### src/rtl/ysyx_23060286_imm_enc_pkg.sv
// Shared immediate-type codes and encoder record types; the immediate generator imports the same codes.
// No logic of its own; the helper below is a pure range check.
package ysyx_23060286_imm_enc_pkg;

  localparam logic [2:0] IMM_I = 3'b100;
  localparam logic [2:0] IMM_S = 3'b101;
  localparam logic [2:0] IMM_B = 3'b011;
  localparam logic [2:0] IMM_U = 3'b001;
  localparam logic [2:0] IMM_J = 3'b010;

  typedef struct packed {
    logic [31:0] base;
    logic [2:0]  immtype;
    logic [31:0] imm;
  } enc_req_t;

  typedef struct packed {
    logic [31:0] inst;
    logic        err;
  } enc_res_t;

  // True when imm[31:msb] are all equal, i.e. imm fits a signed (msb+1)-bit field.
  function automatic logic sext_fits(input logic [31:0] imm, input int unsigned msb);
    logic [31:0] hi;
    hi = 32'($signed(imm) >>> msb);
    return (hi == 32'h0) || (hi == 32'hFFFF_FFFF);
  endfunction

endpackage

### src/rtl/ysyx_23060286_imm_pack.sv
// Combinational immediate packer: scatters imm into the type's instruction fields and flags unrepresentable values.
// Zero latency, no handshake; invalid types return base unchanged with err set.
module ysyx_23060286_imm_pack
  import ysyx_23060286_imm_enc_pkg::*;
(
  input  logic [31:0] base,
  input  logic [2:0]  immtype,
  input  logic [31:0] imm,
  output logic [31:0] inst,
  output logic        err
);

  always_comb begin
    inst = base;
    err  = 1'b0;
    case (immtype)
      IMM_I: begin
        inst[31:20] = imm[11:0];
        err         = !sext_fits(imm, 11);
      end
      IMM_S: begin
        inst[31:25] = imm[11:5];
        inst[11:7]  = imm[4:0];
        err         = !sext_fits(imm, 11);
      end
      IMM_B: begin
        inst[31]    = imm[12];
        inst[7]     = imm[11];
        inst[30:25] = imm[10:5];
        inst[11:8]  = imm[4:1];
        err         = !sext_fits(imm, 12) || imm[0];
      end
      IMM_U: begin
        inst[31:12] = imm[31:12];
        err         = |imm[11:0];
      end
      IMM_J: begin
        inst[31]    = imm[20];
        inst[19:12] = imm[19:12];
        inst[20]    = imm[11];
        inst[30:21] = imm[10:1];
        err         = !sext_fits(imm, 20) || imm[0];
      end
      default: begin
        err = 1'b1;
      end
    endcase
  end

endmodule

### src/rtl/ysyx_23060286_imm_enc.sv
// Two-stage pipelined immediate encoder with saturating error counter; request to out_valid in 2 edges.
// Valid/ready both sides; each stage loads when empty or draining, so at most 2 requests are held under stall.
module ysyx_23060286_imm_enc
  import ysyx_23060286_imm_enc_pkg::*;
#(
  parameter int ERR_CNT_W = 8
) (
  input  logic                 clk,
  input  logic                 rst_n,
  input  logic                 in_valid,
  output logic                 in_ready,
  input  logic [31:0]          in_base,
  input  logic [2:0]           in_immtype,
  input  logic [31:0]          in_imm,
  output logic                 out_valid,
  input  logic                 out_ready,
  output logic [31:0]          out_inst,
  output logic                 out_err,
  output logic [ERR_CNT_W-1:0] err_cnt
);

  logic                 s1_valid_q, s1_valid_d;
  enc_req_t             s1_req_q,   s1_req_d;
  logic                 s2_valid_q, s2_valid_d;
  enc_res_t             s2_res_q,   s2_res_d;
  logic [ERR_CNT_W-1:0] err_cnt_q,  err_cnt_d;

  logic     s1_load;
  logic     s2_load;
  enc_res_t pack_res;

  ysyx_23060286_imm_pack u_pack (
    .base    (s1_req_q.base),
    .immtype (s1_req_q.immtype),
    .imm     (s1_req_q.imm),
    .inst    (pack_res.inst),
    .err     (pack_res.err)
  );

  always_comb begin
    s2_load    = !s2_valid_q || out_ready;
    // Depends only on stage state and out_ready, never on in_valid.
    in_ready   = !s1_valid_q || !s2_valid_q || out_ready;
    s1_load    = in_ready;

    s1_valid_d = s1_valid_q;
    s1_req_d   = s1_req_q;
    s2_valid_d = s2_valid_q;
    s2_res_d   = s2_res_q;
    err_cnt_d  = err_cnt_q;

    if (s1_load) begin
      s1_valid_d = in_valid;
      if (in_valid) begin
        s1_req_d = '{base: in_base, immtype: in_immtype, imm: in_imm};
      end
    end

    if (s2_load) begin
      s2_valid_d = s1_valid_q;
      if (s1_valid_q) begin
        s2_res_d = pack_res;
      end
    end

    if (s2_valid_q && out_ready && s2_res_q.err && (err_cnt_q != {ERR_CNT_W{1'b1}})) begin
      err_cnt_d = err_cnt_q + ERR_CNT_W'(1);
    end
  end

  always_ff @(posedge clk) begin
    if (!rst_n) begin
      s1_valid_q <= 1'b0;
      s1_req_q   <= '0;
      s2_valid_q <= 1'b0;
      s2_res_q   <= '0;
      err_cnt_q  <= '0;
    end else begin
      s1_valid_q <= s1_valid_d;
      s1_req_q   <= s1_req_d;
      s2_valid_q <= s2_valid_d;
      s2_res_q   <= s2_res_d;
      err_cnt_q  <= err_cnt_d;
    end
  end

  assign out_valid = s2_valid_q;
  assign out_inst  = s2_res_q.inst;
  assign out_err   = s2_res_q.err;
  assign err_cnt   = err_cnt_q;

endmodule

### config.mk
export PLATFORM = sky130hd
export DESIGN_NAME = ysyx_23060286_imm_enc
export DESIGN_NICKNAME = d
export VERILOG_FILES = /design/src/rtl/ysyx_23060286_imm_enc_pkg.sv /design/src/rtl/ysyx_23060286_imm_pack.sv /design/src/rtl/ysyx_23060286_imm_enc.sv
export SDC_FILE = /design/constraint.sdc
export NUM_CORES = 1
export LEC_CHECK = 0
export CORE_MARGIN = 4
export CORE_UTILIZATION = 45
export CTS_CLUSTER_SIZE = 12
export DETAILED_ROUTE_END_ITERATION = 10
export PLACE_DENSITY = 0.78
export REMOVE_ABC_BUFFERS = 1
export SKIP_LAST_GASP = 1
export SYNTH_ARGS = -nofsm -noshare
export SYNTH_HDL_FRONTEND = slang
export SYNTH_SLANG_ARGS = --single-unit
### constraint.sdc
create_clock -name clk -period 1.5 [get_ports clk]
set_clock_uncertainty 0.2 [all_clocks]
set_input_delay 0.375 -clock clk [delete_from_list [all_inputs] [get_ports clk]]
set_output_delay 0.375 -clock clk [all_outputs]
set_load 0.02 [all_outputs]
==> metrics.md, run 1 <==
| Metric | Value |
|---|---|
| Outcome | `finished with violations` |
| Violated checks | `setup timing` |
| Distinct cells, synth | `45` |
| YS warnings | `0` |
| Count leader, synth | `nand2_1` |
| Synth Instances | `547` |
| WP buf/inv | `0` |
| Max Fclk | `around 530 MHz` |
| Routed wire length | `about 21 mm` |
| Nets | `825` |
| DIE HEIGHT | `110.1 um` |
| CP max FO | `3` |
| Max layer used | `met4` |
| Placed wire-length estimate | `8.820 mm` |
| Worst skew pair latency | `~0.38 ns` |
| TritonCTS clock tree | `done` |
| Worst vdd ir | `between 600 and 700 uV` |
| Met3 WL post-DR | `approximately 1.9 mm` |
| Post-Place Cells | `between 800 and 900` |
| Tightest Pin Transition | `~0.44 ns` |
| Grt total ovfl | `0` |
| Area of the die | `~0.012 mm2` |
| Met2 WL | `9.833 mm` |
| Site Rows | `36` |
| CTS HTree Levels | `3` |
| Synth Register Bits | `110` |
| Average cell area after synthesis | `roughly 8.6 um2` |
| CP Data Arrival Time | `1.94 ns` |
| Slew headroom | `0.7054` |
| Primary FF master, synth | `dfxtp_1` |
| Critical path startpoint category | `register` |
| RSZ-0062 raised after global routing | `yes` |
| Hold-fix buffers, CTS | `0` |
| Post-DP Area | `0.006382 mm2` |
| Post-synth top cells | `nand2_1 (176), dfxtp_1 (110), a21boi_0 (45)` |
| Tcrit/Tclk final | `1.261` |
| Share of layout cells above drive strength 1 | `0.4696` |
| Fin cells | `889` |
| DRT iter0 DRCs | `655` |
| # diodes | `0` |
| Num CTS Buffers | `9` |
| Final worst slack | `-0.3919 ns` |
| Largest net degree at the start of global routing | `33` |
| Initial antenna violation count | `0` |
| Vias in the first global route | `about 4700` |
| Endpoints failing hold | `0` |
| Root buf cell | `clkbuf_8` |
| Post-route met1 wirelength | `about 7.4 mm` |
| Final instance area | `~0.0084 mm2` |
| GP Congestion | `approximately 0.77` |
| CP Cell Sequence | `nor4_1, and3_1, nand3_2, o2111ai_2, o211ai_1` |
| IO Pins | `approximately 110` |
| Clk buf depth | `2` |
| Clock sinks | `110` |
| Total Negative Setup Slacks | `-19.31 ns` |
| PwrDens | `~840 mW/mm2` |
| PortBufs | `~110` |
| Synth area leaders | `dfxtp_1 (47%), nand2_1 (14%), a21boi_0 (7.2%), a21boi_1 (4.8%), o211a_1 (2.8%)` |
| Final Util | `0.8400` |
| Die W | `~110 um` |
| Pre-Repair DR Iteration Count | `6` |
| Worst hold path class | `reg -> reg` |
| Area share of the largest cell type after synthesis | `0.4697` |
| Critical Path End Type | `register` |
| Initial Util | `0.4710` |
| Vias/cell | `~5.9` |
| Post-Syn Area | `~0.0047 mm2` |
| Async S/R FF share, synth | `0` |
| GRT Total Usage | `0.2481` |
| P_leak | `between 0.003 and 0.004 uW` |
| WS Path Type | `reg -> reg` |
| Area Overhead vs Synth | `78.36%` |
| Final Max Slew Viols | `0` |
| Per-cell routed wire length | `23.16 um` |
| DR DRC count | `0` |
| Clk slew on worst S/H paths | `about 0.1 ns` |
| Sequential share of the synthesized area | `0.4697` |
| Synth area leader | `dfxtp_1` |
| Max_cap viols | `0` |
| Worst path max stage delay | `around 0.38 ns` |
| Post-synth EDFFs | `0` |
| Post-route ant nets | `0` |
| First-pass GRT wire length | `around 23 mm` |
| Core Region | `~0.010 mm2` |
| Post-place setup slack | `-0.7504 ns` |
| Post-layout min period | `approximately 1.9 ns` |
| Req. time, crit path | `around 1.6 ns` |
| Slowest cell on crit path | `nor4_1` |
| Kind of cell adding the most delay to the critical path | `simple AND/OR/NAND/NOR gates` |
| Final setup viols | `between 100 and 150` |
| Vias | `around 5300` |
-- where the power goes --
group	switching, uW	leakage [uW]	total (uW)	internal (uW)
Sequential	130	0.000913	3200	3070
Clock	991	0.000108	2080	1090
Combinational	854	0.00262	1760	907
-- worst min-delay path, stage by stage, from the launching register on --
cell and delay (ns):
dfxtp_1 0.32, nand2_1 0.05, a21boi_1 0.05
-- per-stage QoR --
stage | total power, uW | hold WS (ns)
global placement | 4296 | 0.2422
floorplan | 3680 | 0.2341
global route | 7254 | 0.2786
CTS | 6517 | 0.2594
detailed placement | 4322 | 0.2459
finish | 7048 | 0.2561
-- metal layers --
layer / vias up / GRT usage
li1: 2291 / -
met1: 2535 / 0.2961
met2: 350 / 0.4389
met3: 113 / 0.04950
met4: 0 / 0.09261
met5: - / 0
-- placed cells by master (no fill, tap or decap), types with 7 or more instances in the layout --
cell type / n
mux2i_1: 10
clkdlybuf4s50_1: 67
a21boi_2: 44
buf_6: 25
buf_4: 73
nand3_1: 12
dfxtp_2: 10
dfxtp_1: 94
clkbuf_16: 11
nand2_2: 20
a22oi_2: 7
a21boi_1: 29
buf_12: 20
nand2_1: 107
nand2_4: 49
a21oi_1: 7
o211a_1: 13
clkbuf_8: 9
o21ai_0: 8
buf_2: 26
-- flip-flops by register name (all words and copies together), names as in the netlist --
name	count
out_valid	1
err_cnt	8
s1_valid_q	1
s1_req_q	67
out_inst	32
out_err	1
-- cell families after synthesis --
| family | share of synthesized area |
|---|---|
| compound gates | 0.2220 |
| xor+xnor | 0.01495 |
| fa+ha+maj | 0.004804 |
| buf+inv | 0.04750 |
| flops | 0.4697 |
| mux | 0.02375 |
| simple gates | 0.2172 |
-- final timing paths --
kind	start	end	slack, ns	cells after the start
worst max-delay path	s1_req_q[24]	out_err	-0.39	5
worst min-delay path	s1_req_q[47]	s1_req_q[47]	0.26	2
worst min register to register	s1_req_q[47]	s1_req_q[47]	0.26	2
worst max register to register	s1_req_q[24]	out_err	-0.39	5
-- timing repair --
item                       4_1_cts  5_1_grt
buffers inserted                18       16
setup endpoints to repair      151      127
gates resized for setup        264      260
pin swaps                       28      115
gates cloned                     8       14
-- cell type report --
| class | instances | area (um2) |
|---|---|---|
| timing repair buffer | 234 | 2552 |
| sequential | 110 | 2237 |
| clock inverter | 4 | 97.59 |
| inverter | 2 | 7.507 |
| clock buffer | 10 | 127.6 |
| fill | 482 | 1593 |
| multi-input combinational | 396 | 3173 |
| tap | 133 | 166.4 |
Power figures use the tool's default switching activity.
==> run 2: changes to the inputs <==
Settings changed: RECOVER_POWER from default to 50.
==> results of run 2 <==
Same layout as run 1: the final DEF is identical, and so are final timing and power.
